==> src/rtl/fetch_stage.sv <==
// Instruction-fetch stage with IF/ID pipeline register.
// Holds the fetch PC, registers the fetched word with its PC and PC+4, and
// applies stalls, redirects, flushes and the decoder-requested halt.
// Optional feature: define FETCH_MISALIGN_TRAP_EN to trap on misaligned
// redirect targets (sticky flag plus HALT) instead of forcing alignment.
module fetch_stage #(
    parameter logic [31:0] RESET_PC  = 32'h0000_0000,
    parameter logic [31:0] NOP_INSTR = 32'h0000_0013
) (
    input  logic        clk_i,
    input  logic        reset_i,
    output logic [31:0] imem_addr_o,
    input  logic [31:0] imem_rdata_i,
    input  logic        stall_f_i,
    input  logic        flush_d_i,
    input  logic        redirect_i,
    input  logic [31:0] redirect_pc_i,
    input  logic        pause_d_i,
    input  logic        resume_i,
    output logic [31:0] instr_d_o,
    output logic [31:0] pc_d_o,
    output logic [31:0] pcplus4_d_o,
    output logic        valid_d_o,
    output logic        halted_o,
    output logic        misaligned_o
);

    typedef enum logic {StRun, StHalt} state_e;

    state_e      state_q, state_d;
    logic [31:0] fetch_pc_q, fetch_pc_d;
    logic [31:0] instr_q, instr_d;
    logic [31:0] id_pc_q, id_pc_d;
    logic [31:0] id_pcplus4_q, id_pcplus4_d;
    logic        valid_q, valid_d;

    logic [31:0] target_pc;
    logic [31:0] fetch_pc_plus4;
    logic        mis_trap;
    logic        mis_d;
    logic        pause_take;
    logic        enter_halt;
    logic        halt_hold;

`ifdef FETCH_MISALIGN_TRAP_EN
    logic mis_q;

    // Target is used as-is; a misaligned one raises the trap.
    assign target_pc = redirect_pc_i;
    assign mis_trap  = redirect_i & (|redirect_pc_i[1:0]);
    assign mis_d     = mis_q | mis_trap;

    // Sticky misaligned flag, cleared only by reset.
    always_ff @(posedge clk_i or posedge reset_i) begin
        if (reset_i) begin
            mis_q <= 1'b0;
        end else begin
            mis_q <= mis_d;
        end
    end

    assign misaligned_o = mis_q;
`else
    logic unused_pc_lsb;

    // Low target bits are dropped so fetch stays word aligned.
    assign target_pc     = {redirect_pc_i[31:2], 2'b00};
    assign mis_trap      = 1'b0;
    assign mis_d         = 1'b0;
    assign unused_pc_lsb = ^redirect_pc_i[1:0];
    assign misaligned_o  = 1'b0;
`endif

    assign fetch_pc_plus4 = fetch_pc_q + 32'd4;

    // A pause only counts for a real word that is not being squashed this cycle.
    assign pause_take = (state_q == StRun) & pause_d_i & valid_q & ~redirect_i & ~flush_d_i;
    assign enter_halt = (state_q == StRun) & (pause_take | mis_trap);
    assign halt_hold  = (state_q == StHalt) | enter_halt;

    // Run/halt next-state logic.
    always_comb begin
        state_d = state_q;
        unique case (state_q)
            StRun: begin
                if (enter_halt) begin
                    state_d = StHalt;
                end
            end
            StHalt: begin
                if (resume_i && !mis_d) begin
                    state_d = StRun;
                end
            end
            default: state_d = StRun;
        endcase
    end

    // Fetch PC selection: redirect, then halt hold, then stall hold, else +4.
    always_comb begin
        fetch_pc_d = fetch_pc_q;
        if (redirect_i) begin
            fetch_pc_d = target_pc;
        end else if (halt_hold || stall_f_i) begin
            fetch_pc_d = fetch_pc_q;
        end else begin
            fetch_pc_d = fetch_pc_plus4;
        end
    end

    // IF/ID next value: bubble, hold, or capture the fetched word.
    always_comb begin
        instr_d      = instr_q;
        id_pc_d      = id_pc_q;
        id_pcplus4_d = id_pcplus4_q;
        valid_d      = valid_q;
        if (redirect_i || flush_d_i || halt_hold) begin
            // Bubble keeps the previous PC fields.
            instr_d = NOP_INSTR;
            valid_d = 1'b0;
        end else if (!stall_f_i) begin
            instr_d      = imem_rdata_i;
            id_pc_d      = fetch_pc_q;
            id_pcplus4_d = fetch_pc_plus4;
            valid_d      = 1'b1;
        end
    end

    // State, PC and IF/ID registers.
    always_ff @(posedge clk_i or posedge reset_i) begin
        if (reset_i) begin
            state_q      <= StRun;
            fetch_pc_q   <= RESET_PC;
            instr_q      <= NOP_INSTR;
            id_pc_q      <= 32'd0;
            id_pcplus4_q <= 32'd0;
            valid_q      <= 1'b0;
        end else begin
            state_q      <= state_d;
            fetch_pc_q   <= fetch_pc_d;
            instr_q      <= instr_d;
            id_pc_q      <= id_pc_d;
            id_pcplus4_q <= id_pcplus4_d;
            valid_q      <= valid_d;
        end
    end

    assign imem_addr_o = fetch_pc_q;
    assign instr_d_o   = instr_q;
    assign pc_d_o      = id_pc_q;
    assign pcplus4_d_o = id_pcplus4_q;
    assign valid_d_o   = valid_q;
    assign halted_o    = (state_q == StHalt);

endmodule

==> config.mk <==
export PLATFORM = sky130hd
export DESIGN_NAME = fetch_stage
export DESIGN_NICKNAME = d
export VERILOG_FILES = /design/src/rtl/fetch_stage.sv
export SDC_FILE = /design/constraint.sdc
export NUM_CORES = 1
export LEC_CHECK = 0
export CAP_MARGIN = 10
export CORE_ASPECT_RATIO = 1.25
export CORE_MARGIN = 5
export CORE_UTILIZATION = 46
export CTS_CLUSTER_SIZE = 12
export DETAILED_ROUTE_END_ITERATION = 8
export PLACE_DENSITY = 0.81
export SLEW_MARGIN = 20
export SYNTH_ARGS = -nofsm -noshare
export SYNTH_HDL_FRONTEND = slang
export SYNTH_SLANG_ARGS = --single-unit
==> constraint.sdc <==
create_clock -name clk_i -period 5.2 [get_ports clk_i]
set_input_delay 1.04 -clock clk_i [delete_from_list [all_inputs] [get_ports clk_i]]
set_output_delay 1.04 -clock clk_i [all_outputs]
set_load 0.005 [all_outputs]
Word-level counts from Yosys, hierarchy flattened
Cells that the tools add are included.
{"block": "classes", "add_sub_neg": 1, "eq_ne": 2, "n_mux": 9, "bitwise": 11, "reduce_logical": 4}
{"cell": "$mux 32", "count": 4}
{"cell": "$add 32x3->32 const B", "count": 1}
{"cell": "$and 1x1->1", "count": 5}
{"cell": "$not 1->1", "count": 5}
{"cell": "$mux 1", "count": 4}
{"cell": "$logic_or 1x1->1", "count": 3}
{"cell": "$ne 2x1->1 const B", "count": 1}
{"cell": "$ne 2x2->1 const B", "count": 1}
{"cell": "$pmux 1 s2", "count": 1}
{"cell": "$reduce_and 2->1", "count": 1}
{"cell": "$or 1x1->1", "count": 1}
{"block": "totals", "regBits": 130, "inputBits": 71, "out_inout_bits": 131}

Longest topological paths before layout
{"block": "logic_depth", "word_depth": 10, "ltp_mapped": 7, "depth_no_buf": 6}

Least setup slack after synthesis
No wires, ideal clock.
{"block": "synth_timing", "path_type": "in2reg", "start": "in flush_d_i", "end": "reg fetch_pc_q[30], in the netlist imem_addr_o[30]", "t_arrival_ns": 2.311, "t_required_ns": 5.075, "path_slack_ns": 2.764, "stages": 5, "path_buffers": 0, "path_cell_list": "and3b_1 or4b_4 nor4_1 xor2_1 mux2_2"}
{"block": "synth_via", "elab_chain_cells": 6}
{"item": "from (decl)", "line_no": "15", "rtl": "input logic flush_d_i,"}
{"item": "$not 1->1", "line_no": "77", "rtl": "assign pause_take = (state_q == StRun) & pause_d_i & valid_q & ~redirect_i & ~flush_d_i;"}
{"item": "$and 1x1->1", "line_no": "77"}
{"item": "$and 1x1->1", "line_no": "78", "rtl": "assign enter_halt = (state_q == StRun) & (pause_take | mis_trap);"}
{"item": "$or 1x1->1", "line_no": "79", "rtl": "assign halt_hold = (state_q == StHalt) | enter_halt;"}
{"item": "$logic_or 1x1->1", "line_no": "104", "rtl": "end else if (halt_hold || stall_f_i) begin"}
{"item": "$ne 2x2->1 (no source line)"}
{"item": "to (signal assigned)", "line_no": "140", "rtl": "fetch_pc_q <= fetch_pc_d;"}
{"item": "to (decl)", "line_no": "31", "rtl": "logic [31:0] fetch_pc_q, fetch_pc_d;"}
Every way passes these cells.
A chain may end at the register's enable or synchronous reset.

Worst setup path in the final report
{"block": "layout_timing", "start": "in stall_f_i", "end": "reg fetch_pc_q[7], in the netlist imem_addr_o[7]"}
{"block": "layout_via", "elab_chain_cells": 2}
{"item": "from (decl)", "line_no": "14", "rtl": "input logic stall_f_i,"}
{"item": "$logic_or 1x1->1", "line_no": "104"}
{"item": "$ne 2x2->1 (no source line)"}
Every way passes these cells.

==> results.sh <==
export IMPL_min_period_ns=2.87
export IMPL_synth_ff_type="dfrtp_1"
export IMPL_final_area_sq_um=8380
export IMPL_finalHoldViolations=0
export IMPL_initial_core_util_pct=46.4
export IMPL_design_die_area_sq_um=15000
export IMPL_cts_clk_slew_worst_paths_ns=0.05
export IMPL_cp_arrival_ns=3.13
export IMPL_wirelength_um=16400
export IMPL_maxCapViolCount=0
export IMPL_cts_setup_buffers=0
export IMPL_power_frac_seq_pct=40.5
export IMPL_drt_iter0_drc=239
export IMPL_cts_tree="built"
export IMPL_relSlewSlack_pct=25.0
export IMPL_cts_root_buf="clkbuf_16"
export IMPL_areaGrowthSynthToFinish_pct=43.8
export IMPL_syn_area_sq_um=5830
export IMPL_synth_most_common_cell="nand2_1"
export IMPL_fin_worst_skew_ns=0.00843
export IMPL_finalSetupTns_ns=0
export IMPL_yosys_area_top_type="dfrtp_1"
export IMPL_io_buffers=192
export IMPL_gr_total_overflow=0
export IMPL_die_w_um=111
export IMPL_gp_congestion=0.781
export IMPL_p_int_mw=2.23
export IMPL_netlist_top_cells_count="170 x nand2_1, 121 x dfrtp_1, 46 x o21ai_0"
export IMPL_setup_violations=0
export IMPL_ys_seq_elements=124
export IMPL_cts_sinks=124
export IMPL_clock_power_share_pct=40.8
export IMPL_instances_no_fill=961
export IMPL_grtUsageTotal_pct=22.6
export IMPL_crit_path_max_fanout=39
export IMPL_dpl_cell_count=929
export IMPL_holdWs_ns=0.471
export IMPL_cts_repair_resized=0
export IMPL_top_level_ports=202
export IMPL_power_mw=2.96
export IMPL_grt_pass1_vias=5296
export IMPL_fin_crit_sh_pct=55.2
export IMPL_status="finished clean"
export IMPL_dr_pass1_iters=5
export IMPL_cts_hold_buf=0
export IMPL_core_sq_um=12500
export IMPL_critPathKind="input pin to flip-flop"
export IMPL_required_ns=5.46
export IMPL_p_per_area_nw_per_um2=353
export IMPL_max_freq_mhz=349
export IMPL_fin_util_pct=66.8
export IMPL_synthDistinctLibCells=44
export IMPL_via_per_inst=5.14
export IMPL_antenna_found_initial=0
export IMPL_hold_path_class="flip-flop to flip-flop"
export IMPL_drive_gt1_share_pct=7.31
export IMPL_dpl_instance_area_sq_um=7770
export IMPL_numCtsBuffers=17
export IMPL_leakagePower_nw=3.62
export IMPL_fillers=1014
export IMPL_worst_pin_slew_ns=1.12
export IMPL_endpoint_kind="flip-flop"
export IMPL_cts_buffer_depth=2
export IMPL_pwr_share_comb_pct=18.7
export IMPL_async_flop_share_pct=100
export IMPL_dp_hpwl_um=11900
export IMPL_rsz0062_at_grt="false"
export IMPL_grt_max_degree=88
export IMPL_synth_area_leaders="dfrtp_1 52%, nand2_1 11%, mux2i_1 5.2%"
export IMPL_seq_area_frac_synth_pct=53.3
export IMPL_yosys_warnings=0
export IMPL_drtAntennaViolNets=0
export IMPL_nets=852
export IMPL_ir_worst_vdd_mv=0.208
export IMPL_worstSkewPairLatency_ns=0.40
export IMPL_p_sw_share_pct=24.8
export IMPL_syn_inst=610
export IMPL_avgRoutedWirePerCell_um=17.0
export IMPL_avgSynthCellArea_sq_um=9.55
export IMPL_num_antenna_cells=0
export IMPL_p_sw_uw=733
export IMPL_rows=46
export IMPL_dp_slack_ns=1.89
export IMPL_die_y_um=136
export IMPL_vias=4944
export IMPL_synth_top_area_share_pct=52.0
export IMPL_htreeDepth=4
export IMPL_worst_slack_ns=2.33
export IMPL_grt_pass1_wl_um=27300
export IMPL_drcViolationCount=0
export IMPL_start_kind="input pin"
export IMPL_synth_edf_count=0
export IMPL_report_final_slew_viol_count=0
-- state kept, by name (all words and copies together), names as in the netlist --
signal / cells
pc_d_o: 30
pcplus4_d_o: 30
imem_addr_o: 30
instr_d_o: 32
halted_o: 1
valid_d_o: 1
-- cells by family (layout without fill, tap and decap cells) --
group	count (synthesis)	in the layout	share of synthesized area [%]
simple gates	276	276	21.8
flops	124	124	53.3
compound gates	63	63	5.78
xor+xnor	57	57	8.57
buf+inv	56	233	4.74
mux	32	32	5.54
fa+ha+maj	1	1	0.215
other cells	1	7	0.0643
-- layout by cell type (no fill, tap or decap), drive strengths merged, types with 2 or more instances in the layout --
cell,count
xnor2,23
nand3,15
mux2,2
nand2,170
dfrtp,121
nand2b,2
buf,8
clkbuf,26
nor2b,3
and3,3
o21ai,57
nor3,10
xor2,34
mux2i,30
nor2,41
or4,2
bufinv,3
inv,3
nor4,7
conb,7
nand4,15
dfstp,3
a211o,3
and4,2
clkdlybuf4s50,190
clkinvlp,2
or2,2
-- layout make-up --
cell class,instances,area (sq um),share of cell area (%)
Clock inverter,6,110,1.31
Inverter,3,13.8,0.164
Timing Repair Buffer,198,1960,23.3
Tap cell,168,210,2.51
Sequential cell,124,3110,37.1
Clock buffer,26,499,5.96
Multi-Input combinational cell,436,2480,29.6
-- final timing paths --
check                                           start                     endpoint  slack [ns]  cells after the start
max reg2reg                imem_addr_o[3]$_DFFE_PP0P_  imem_addr_o[26]$_DFFE_PP0P_        2.73                      6
min                            pc_d_o[27]$_DFFE_PP0P_       pc_d_o[27]$_DFFE_PP0P_        0.47                      2
min in group asynchronous                     reset_i    instr_d_o[28]$_DFFE_PP0P_        1.06                      2
max                                         stall_f_i   imem_addr_o[7]$_DFFE_PP0P_        2.33                      6
min reg2reg                    pc_d_o[27]$_DFFE_PP0P_       pc_d_o[27]$_DFFE_PP0P_        0.47                      2
max in group asynchronous                     reset_i     instr_d_o[8]$_DFFE_PP0P_        3.17                      3
-- per-layer routing --
| layer | global-route usage, % | up-vias | part of all wire [%] |
|---|---|---|---|
| li1 | - | 2321 | - |
| met2 | 39.4 | 242 | 50 |
| met3 | 10.1 | 25 | 11 |
| met1 | 24.8 | 2356 | 37 |
| met4 | 7.05 | 0 | 1.6 |
| met5 | 0 | - | 0 |
-- power groups by stage --
stage,logic [mW],registers (mW),clock network (mW)
after detailed placement,0.560,1.21,0
after global routing,0.610,1.22,1.28
after floorplan,0.216,1.19,0
after global placement,0.540,1.21,0
final,0.554,1.20,1.21
after CTS,0.564,1.20,1.23
-- critical path: stages --
cell	delay, ns
buf_2	0.76
nor2_1	0.24
o21ai_1	0.67
nor2_1	0.13
xnor2_1	0.19
o21ai_0	0.09
No activity file was read; power rests on OpenSTA's default activity.
